<file path="src/rtl/fpu_pkg.sv">
// Shared FPU constants: derived operand widths, mantissa-compare encoding and add/sub opcodes.
// No logic; imported by the alignment pipeline and its shifter.
package fpu_pkg;

    // {gt, eq} encoding of the operand-1 versus operand-2 mantissa compare
    localparam logic [1:0] CMP_GT = 2'b10;
    localparam logic [1:0] CMP_EQ = 2'b01;
    localparam logic [1:0] CMP_LT = 2'b00;

    localparam logic OP_ADD = 1'b0;
    localparam logic OP_SUB = 1'b1;

    function automatic int mantissa_size(input int fraction_size);
        return fraction_size + 1;
    endfunction

    // Mantissa plus guard, round and sticky
    function automatic int rounding_size(input int fraction_size);
        return mantissa_size(fraction_size) + 3;
    endfunction

    // Wide enough to hold the saturation value rounding_size itself
    function automatic int shift_size(input int fraction_size);
        return $clog2(rounding_size(fraction_size)) + 1;
    endfunction

endpackage

</file>
<file path="src/rtl/fpu_sticky_shifter.sv">
// Logical right shifter that ORs every bit shifted out into a sticky flag; saturates at Width.
// Latency: combinational. Backpressure: none, pure datapath.
module fpu_sticky_shifter #(
    parameter int Width      = 26,
    parameter int ShiftWidth = 6
) (
    input  logic [Width-1:0]      din,
    input  logic [ShiftWidth-1:0] shamt,
    output logic [Width-1:0]      dout,
    output logic                  sticky
);

    localparam logic [ShiftWidth-1:0] SatLimit = ShiftWidth'(Width);

    logic [Width-1:0] lost_mask;

    always_comb begin
        dout      = '0;
        sticky    = 1'b0;
        lost_mask = '0;
        if (shamt >= SatLimit) begin
            // Everything falls off the end; only the sticky survives
            sticky = |din;
        end else begin
            lost_mask = ~({Width{1'b1}} << shamt);
            dout      = din >> shamt;
            sticky    = |(din & lost_mask);
        end
    end

endmodule

</file>
<file path="src/rtl/fpu_align_pipe.sv">
// Add/sub alignment: swap, align with guard/round/sticky, invert the smaller operand on EffSub.
// Latency 2 cycles, 1/cycle; FPU_ALIGN_TAG_EN adds a TagSize tag carried in lockstep.
// Backpressure: combinational ready chain with no bubble; outputs hold while OutValid && !OutReady.
module fpu_align_pipe
    import fpu_pkg::*;
#(
    parameter  int ExponentSize = 8,
    parameter  int FractionSize = 23,
`ifdef FPU_ALIGN_TAG_EN
    parameter  int TagSize      = 4,
`endif
    localparam int MantissaSize = mantissa_size(FractionSize),
    localparam int RoundingSize = rounding_size(FractionSize),
    localparam int ShiftSize    = shift_size(FractionSize)
) (
    input  logic                    Clk,
    input  logic                    Rst_n,
    input  logic                    InValid,
    output logic                    InReady,
    input  logic                    Op,
    input  logic                    Sign1,
    input  logic                    Sign2,
    input  logic [ExponentSize-1:0] Exponent1,
    input  logic [ExponentSize-1:0] Exponent2,
    input  logic [MantissaSize-1:0] Mantissa1,
    input  logic [MantissaSize-1:0] Mantissa2,
`ifdef FPU_ALIGN_TAG_EN
    input  logic [TagSize-1:0]      InTag,
    output logic [TagSize-1:0]      OutTag,
`endif
    output logic                    OutValid,
    input  logic                    OutReady,
    output logic [RoundingSize-1:0] Adder1,
    output logic [RoundingSize-1:0] Adder2,
    output logic                    CarryIn,
    output logic                    EffSub,
    output logic [ExponentSize-1:0] ExponentBase,
    output logic                    ResultSign
);

    localparam int PreAlignSize = MantissaSize + 2;
    localparam int WideSize     = ExponentSize + 1 + ShiftSize;
    localparam logic [WideSize-1:0] SatWide = WideSize'(RoundingSize);

    typedef struct packed {
        logic                    exp_swap;
        logic                    exp_eq;
        logic [1:0]              mcmp;
        logic [ShiftSize-1:0]    shift;
        logic [ExponentSize-1:0] exp_base;
        logic                    eff_sub;
        logic                    sign1;
        logic                    sign2_op;
        logic [MantissaSize-1:0] m1;
        logic [MantissaSize-1:0] m2;
    } s1_t;

    // ---------------- handshake ----------------
    logic s1_valid;
    logic s1_adv;
    logic s2_adv;

    assign s2_adv  = !OutValid || OutReady;
    assign s1_adv  = !s1_valid || s2_adv;
    assign InReady = s1_adv;

    // ---------------- stage 1: exponent compare ----------------
    logic [ExponentSize:0] exp_diff;
    logic [ExponentSize:0] abs_diff;
    logic [WideSize-1:0]   abs_wide;
    logic                  shift_sat;
    logic                  op_sub;
    s1_t                   s1_d;
    s1_t                   s1_q;

    // MSB of the (ExponentSize+1)-bit difference is its sign
    assign exp_diff  = {1'b0, Exponent1} - {1'b0, Exponent2};
    assign abs_diff  = exp_diff[ExponentSize] ? -exp_diff : exp_diff;
    assign abs_wide  = {{ShiftSize{1'b0}}, abs_diff};
    assign shift_sat = (abs_wide >= SatWide);
    assign op_sub    = (Op == OP_SUB);

    always_comb begin
        s1_d          = '0;
        s1_d.exp_swap = exp_diff[ExponentSize];
        s1_d.exp_eq   = (Exponent1 == Exponent2);
        if (Mantissa1 > Mantissa2) begin
            s1_d.mcmp = CMP_GT;
        end else if (Mantissa1 == Mantissa2) begin
            s1_d.mcmp = CMP_EQ;
        end else begin
            s1_d.mcmp = CMP_LT;
        end
        s1_d.shift    = shift_sat ? ShiftSize'(RoundingSize) : abs_wide[ShiftSize-1:0];
        s1_d.exp_base = exp_diff[ExponentSize] ? Exponent2 : Exponent1;
        s1_d.eff_sub  = Sign1 ^ Sign2 ^ op_sub;
        s1_d.sign1    = Sign1;
        s1_d.sign2_op = Sign2 ^ op_sub;
        s1_d.m1       = Mantissa1;
        s1_d.m2       = Mantissa2;
    end

    always_ff @(posedge Clk or negedge Rst_n) begin
        if (!Rst_n) begin
            s1_valid <= 1'b0;
            s1_q     <= '0;
        end else if (s1_adv) begin
            s1_valid <= InValid;
            if (InValid) begin
                s1_q <= s1_d;
            end
        end
    end

    // ---------------- stage 2: align and invert ----------------
    logic                    swap;
    logic                    equal_mag;
    logic [MantissaSize-1:0] small_m;
    logic [MantissaSize-1:0] large_m;
    logic [PreAlignSize-1:0] pre_align;
    logic [PreAlignSize-1:0] shifted;
    logic                    sticky;
    logic [RoundingSize-1:0] aligned;
    logic [RoundingSize-1:0] adder1_d;
    logic [RoundingSize-1:0] adder2_d;
    logic                    result_sign_d;

    // Equal exponents fall back on the mantissa compare so Adder1 always carries the smaller magnitude
    assign swap      = s1_q.exp_swap || (s1_q.exp_eq && (s1_q.mcmp == CMP_LT));
    assign equal_mag = s1_q.exp_eq && (s1_q.mcmp == CMP_EQ);
    assign small_m   = swap ? s1_q.m1 : s1_q.m2;
    assign large_m   = swap ? s1_q.m2 : s1_q.m1;
    assign pre_align = {small_m, 2'b00};

    fpu_sticky_shifter #(
        .Width      (PreAlignSize),
        .ShiftWidth (ShiftSize)
    ) u_shifter (
        .din    (pre_align),
        .shamt  (s1_q.shift),
        .dout   (shifted),
        .sticky (sticky)
    );

    assign aligned  = {shifted, sticky};
    assign adder1_d = s1_q.eff_sub ? ~aligned : aligned;
    assign adder2_d = {large_m, 3'b000};

    always_comb begin
        result_sign_d = s1_q.sign1;
        if (s1_q.eff_sub && equal_mag) begin
            result_sign_d = 1'b0;
        end else if (swap) begin
            result_sign_d = s1_q.sign2_op;
        end
    end

    always_ff @(posedge Clk or negedge Rst_n) begin
        if (!Rst_n) begin
            OutValid     <= 1'b0;
            Adder1       <= '0;
            Adder2       <= '0;
            CarryIn      <= 1'b0;
            EffSub       <= 1'b0;
            ExponentBase <= '0;
            ResultSign   <= 1'b0;
        end else if (s2_adv) begin
            OutValid <= s1_valid;
            if (s1_valid) begin
                Adder1       <= adder1_d;
                Adder2       <= adder2_d;
                CarryIn      <= s1_q.eff_sub;
                EffSub       <= s1_q.eff_sub;
                ExponentBase <= s1_q.exp_base;
                ResultSign   <= result_sign_d;
            end
        end
    end

`ifdef FPU_ALIGN_TAG_EN
    logic [TagSize-1:0] s1_tag;

    always_ff @(posedge Clk or negedge Rst_n) begin
        if (!Rst_n) begin
            s1_tag <= '0;
            OutTag <= '0;
        end else begin
            if (s1_adv && InValid) begin
                s1_tag <= InTag;
            end
            if (s2_adv && s1_valid) begin
                OutTag <= s1_tag;
            end
        end
    end
`endif

endmodule

</file>
<file path="config.mk">
export PLATFORM = sky130hd
export DESIGN_NAME = fpu_align_pipe
export DESIGN_NICKNAME = d
export VERILOG_FILES = /design/src/rtl/fpu_pkg.sv /design/src/rtl/fpu_sticky_shifter.sv /design/src/rtl/fpu_align_pipe.sv
export SDC_FILE = /design/constraint.sdc
export NUM_CORES = 1
export LEC_CHECK = 0
export CAP_MARGIN = 20
export CELL_PAD_IN_SITES_DETAIL_PLACEMENT = 1
export CELL_PAD_IN_SITES_GLOBAL_PLACEMENT = 1
export CORE_ASPECT_RATIO = 1.2
export CORE_MARGIN = 1
export CORE_UTILIZATION = 39
export CTS_BUF_LIST = sky130_fd_sc_hd__clkbuf_4
export CTS_CLUSTER_SIZE = 14
export DETAILED_ROUTE_END_ITERATION = 10
export GPL_TIMING_DRIVEN = 0
export PLACE_DENSITY_LB_ADDON = 0.08
export SYNTH_ARGS = -nofsm -noshare
export SYNTH_HDL_FRONTEND = slang
export SYNTH_HIERARCHICAL = 1
export SYNTH_SLANG_ARGS = --single-unit
</file>
<file path="constraint.sdc">
create_clock -name Clk -period 2.75 [get_ports Clk]
set_input_delay 0.4125 -clock Clk [delete_from_list [all_inputs] [get_ports Clk]]
set_output_delay 0.4125 -clock Clk [all_outputs]
set_load 0.01 [all_outputs]
</file>
==> flow_summary.json <==
{
  "ant_nets": 0,
  "finalCritPeriodShare_pct": 110,
  "syn_area_per_cell_sq_um": 9.17,
  "ys_warn_count": 6,
  "hold_violations": 0,
  "synth_top_area_share_pct": 38.3,
  "antenna_found_initial": 1,
  "cts-root-buf": "clkbuf_4",
  "drt-pass1-iter-count": 4,
  "maxCapViolCount": 0,
  "cpMaxStageDelayCell": "mux4_2",
  "core_region_area_sq_um": 21700,
  "r2r_cells": 12,
  "grt_pass1_vias": 8220,
  "worstPathRequired_ps": 3190,
  "gp_congestion": 0.943,
  "failed_checks": "setup timing",
  "synthesis.area_sq_um": 8620,
  "path_max_fanout": 5,
  "die_w_um": 138,
  "synth_seq_area_share_pct": 38.3,
  "path_class": "reg -> reg",
  "cts_buffers": 17,
  "vdd_drop_max_mv": 0.327,
  "crit_start": "s1_q[66]$_DFFE_PN0P_",
  "rsz0062_at_grt": "true",
  "yosys_most_used_dff": "dfrtp_1",
  "fin_crit_ps": 3020,
  "synth-seq-cells": 132,
  "r2r-end": "Adder1[2]$_DFFE_PN0P_",
  "vias": 8020,
  "cp_common_cell": "mux2_4",
  "grt_start_max_net_pins": 82,
  "drive_gt1_share_pct": 20.8,
  "htreeDepth": 4,
  "start_kind": "flop",
  "tightest_slew_ps": 1150,
  "leakagePower_uw": 0.00507,
  "outcome": "finished with violations",
  "grt_first_pass_wirelength_um": 45900,
  "slew_headroom_pct": 21.6,
  "min_to": "s1_q[51]$_DFFE_PN0P_",
  "syn_to_final_growth_pct": 34.0,
  "wl_met1_um": 12900,
  "max_freq_mhz": 331,
  "fin_tns_setup_ps": -3580,
  "ios": 138,
  "yosys.area.top_type": "dfrtp_1",
  "setup_slack_ps": -270,
  "clock_sink_count": 132,
  "top_layer_used": "met4",
  "ys_types": 66,
  "finalSetupViolCount": 23,
  "start_util_pct": 39.7,
  "cts_tree": "yes",
  "viasPerCell": 5.54,
  "drcViolationCount": 0,
  "r2r_start": "s1_q[66]$_DFFE_PN0P_",
  "placed_area_sq_um": 10400,
  "port_buffers": 134,
  "crit_chain": "inv_2 -> a31oi_4 -> buf_12 -> buf_8 -> mux2_4 -> mux4_2 -> mux2_4 -> or2_1 -> o211ai_1 -> a21oi_2 -> xnor2_1 -> o21ai_1",
  "clock_latency_ps": 580,
  "gr-total-overflow": 0,
  "dr_wl_met2_um": 14400,
  "cts.reportedPaths.clkPinSlew_ps": 140,
  "syn_inst": 940,
  "wire_per_inst_um": 20.6,
  "drv_slew": 0,
  "drt_iter0_markers": 511,
  "synth_edf_count": 0,
  "fin_skew_ps": 35.5,
  "hp-class": "in -> reg",
  "p_per_area_nw_per_um2": 668,
  "post-route-util_pct": 53.2,
  "track_usage_pct": 27.0,
  "whs_path_depth": 3,
  "max_stage_delay_ps": 540,
  "synthArstFlopShare_pct": 100,
  "rows": 59,
  "r2r_slack_ps": -270,
  "arrival_ps": 3460,
  "drt_wl_total_um": 29700,
  "hpwl_um": 21000,
  "synthTopCellsByArea": "dfrtp_1 38%, nand2_1 8.3%, o21ai_0 5.5%",
  "cts_buffer_depth": 2,
  "die_h_um": 165,
  "fin_nets": 1265,
  "crit_path_end_kind": "flop",
  "final_area_sq_um": 11600,
  "hp-start": "Exponent1[0]",
  "dieArea_sq_um": 22700,
  "wl_met3_um": 1420
}
## placed cells by master, fill, tap and decap left out, types with 6 or more instances in the layout
cell type / n
a21o_1: 8
o21ai_1: 24
buf_6: 23
and2_4: 6
mux2_4: 27
o21a_1: 7
nand2_1: 187
buf_2: 11
xnor2_1: 34
a21oi_1: 17
dfrtp_1: 132
a211oi_2: 7
mux4_2: 21
or3_1: 6
ha_1: 29
mux2_2: 15
clkdlybuf4s50_1: 131
clkbuf_4: 17
nand3_1: 8
nor3_1: 8
nand4_1: 12
buf_4: 41
conb_1: 11
inv_1: 38
mux2i_1: 31
nor2_1: 43
o21ai_0: 70
o211ai_1: 7
a31oi_1: 14
clkbuf_1: 37
## state kept, by name, summed over array words and instances, names as in the netlist
name          flops
OutValid          1
s1_valid          1
Adder1           27
ResultSign        1
EffSub            1
Adder2           24
ExponentBase      8
s1_q             69
## final cells by class
class	count	area, sq um
antenna	1	2.50
buffer	67	353
clock buffer	17	128
clock inverter	14	130
fill	2530	10200
inverter	41	154
multi-input combinational	708	5220
sequential	132	3300
tap	274	343
timing repair buffer	193	1920
## synthesized netlist by cell type (all sizes together), types with 3 or more instances
cell type  instances
o31ai              5
and3               3
or2                5
o21a               7
dfrtp            132
mux2              42
xnor2             34
nor3              10
inv               41
nor2              48
nand3              9
ha                33
nand2b             4
nor4               6
mux4              23
o22ai              7
nor2b              4
nand2            191
a21o               8
a22oi              3
mux2i             35
buf               28
clkbuf            41
and2              11
a211o              3
a31oi             16
a21oi             25
xor2               4
o211ai             7
a211oi            11
o21ai             97
or4                3
or3                7
nand4             12
## layer usage
| layer | global-route usage [%] | vias to the layer above |
|---|---|---|
| li1 | - | 3729 |
| met1 | 34.9 | 3976 |
| met2 | 44.4 | 263 |
| met3 | 4.60 | 52 |
| met4 | 11.4 | 0 |
| met5 | 0 | - |
## logic make-up (layout without fill, tap and decap cells)
logic type                 count (synthesis)  after routing  share of synthesized area [%]
DFF                                      132            132                           38.3
xor gates and xnor gates                  38             38                           3.86
adders and majority gates                 34             34                           5.02
muxes                                    100            100                           16.0
AOI/OAI and AO/OA                        207            207                           14.9
and+or+nand+nor                          318            318                           16.1
buffers and inverters                    110            332                           5.81
other                                      1             12                         0.0435
## where the power goes
part           switching, uW  internal (uW)  total [uW]
logic                   1930           1940        3870
clock network            830            451        1280
registers                241           2330        2570
## critical path: cells and delay by family (launching register included)
kind                   cells  cell delay, ps
AO/OA/AOI/OAI              4             570
XOR/XNOR                   1             180
multiplexers               3            1200
AND/OR/NAND/NOR            1             210
flip-flops                 1             390
buffers and inverters      3             340
## how the worst max path moves through the flow
stage / to / depth (start not counted) / slack [ps]
3_5_place_dp: Adder1[2]$_DFFE_PN0P_ / 11 / -840
6_report: Adder1[2]$_DFFE_PN0P_ / 12 / -270
3_3_place_gp: ExponentBase[6]$_DFFE_PN0P_ / 1 / -4290
4_1_cts: Adder1[2]$_DFFE_PN0P_ / 11 / -330
2_1_floorplan: Adder1[2]$_DFFE_PN0P_ / 10 / -40
5_1_grt: Adder1[0]$_DFFE_PN0P_ / 13 / -430
## metrics by stage
step / setup slack (ps) / hold WS, ps / total power, uW / std cells
floorplan: -39.0 / 117 / 4420 / 950
global placement: -4290 / 461 / 5710 / 1358
detailed placement: -842 / 391 / 5760 / 1359
CTS: -329 / 249 / 7490 / 1420
global route: -434 / 112 / 8170 / 1447
finish: -270 / 160 / 7720 / 1447
## what timing repair did
| item | CTS | global route |
|---|---|---|
| hold buffers | 1 | 0 |
| hold endpoints to repair | 51 | 0 |
| cloned | 1 | 0 |
| setup endpoints to repair | 33 | 28 |
| pin swaps | 29 | 42 |
| resized for setup | 121 | 45 |
| buffers inserted | 28 | 29 |
Power figures use the tool's default switching activity.
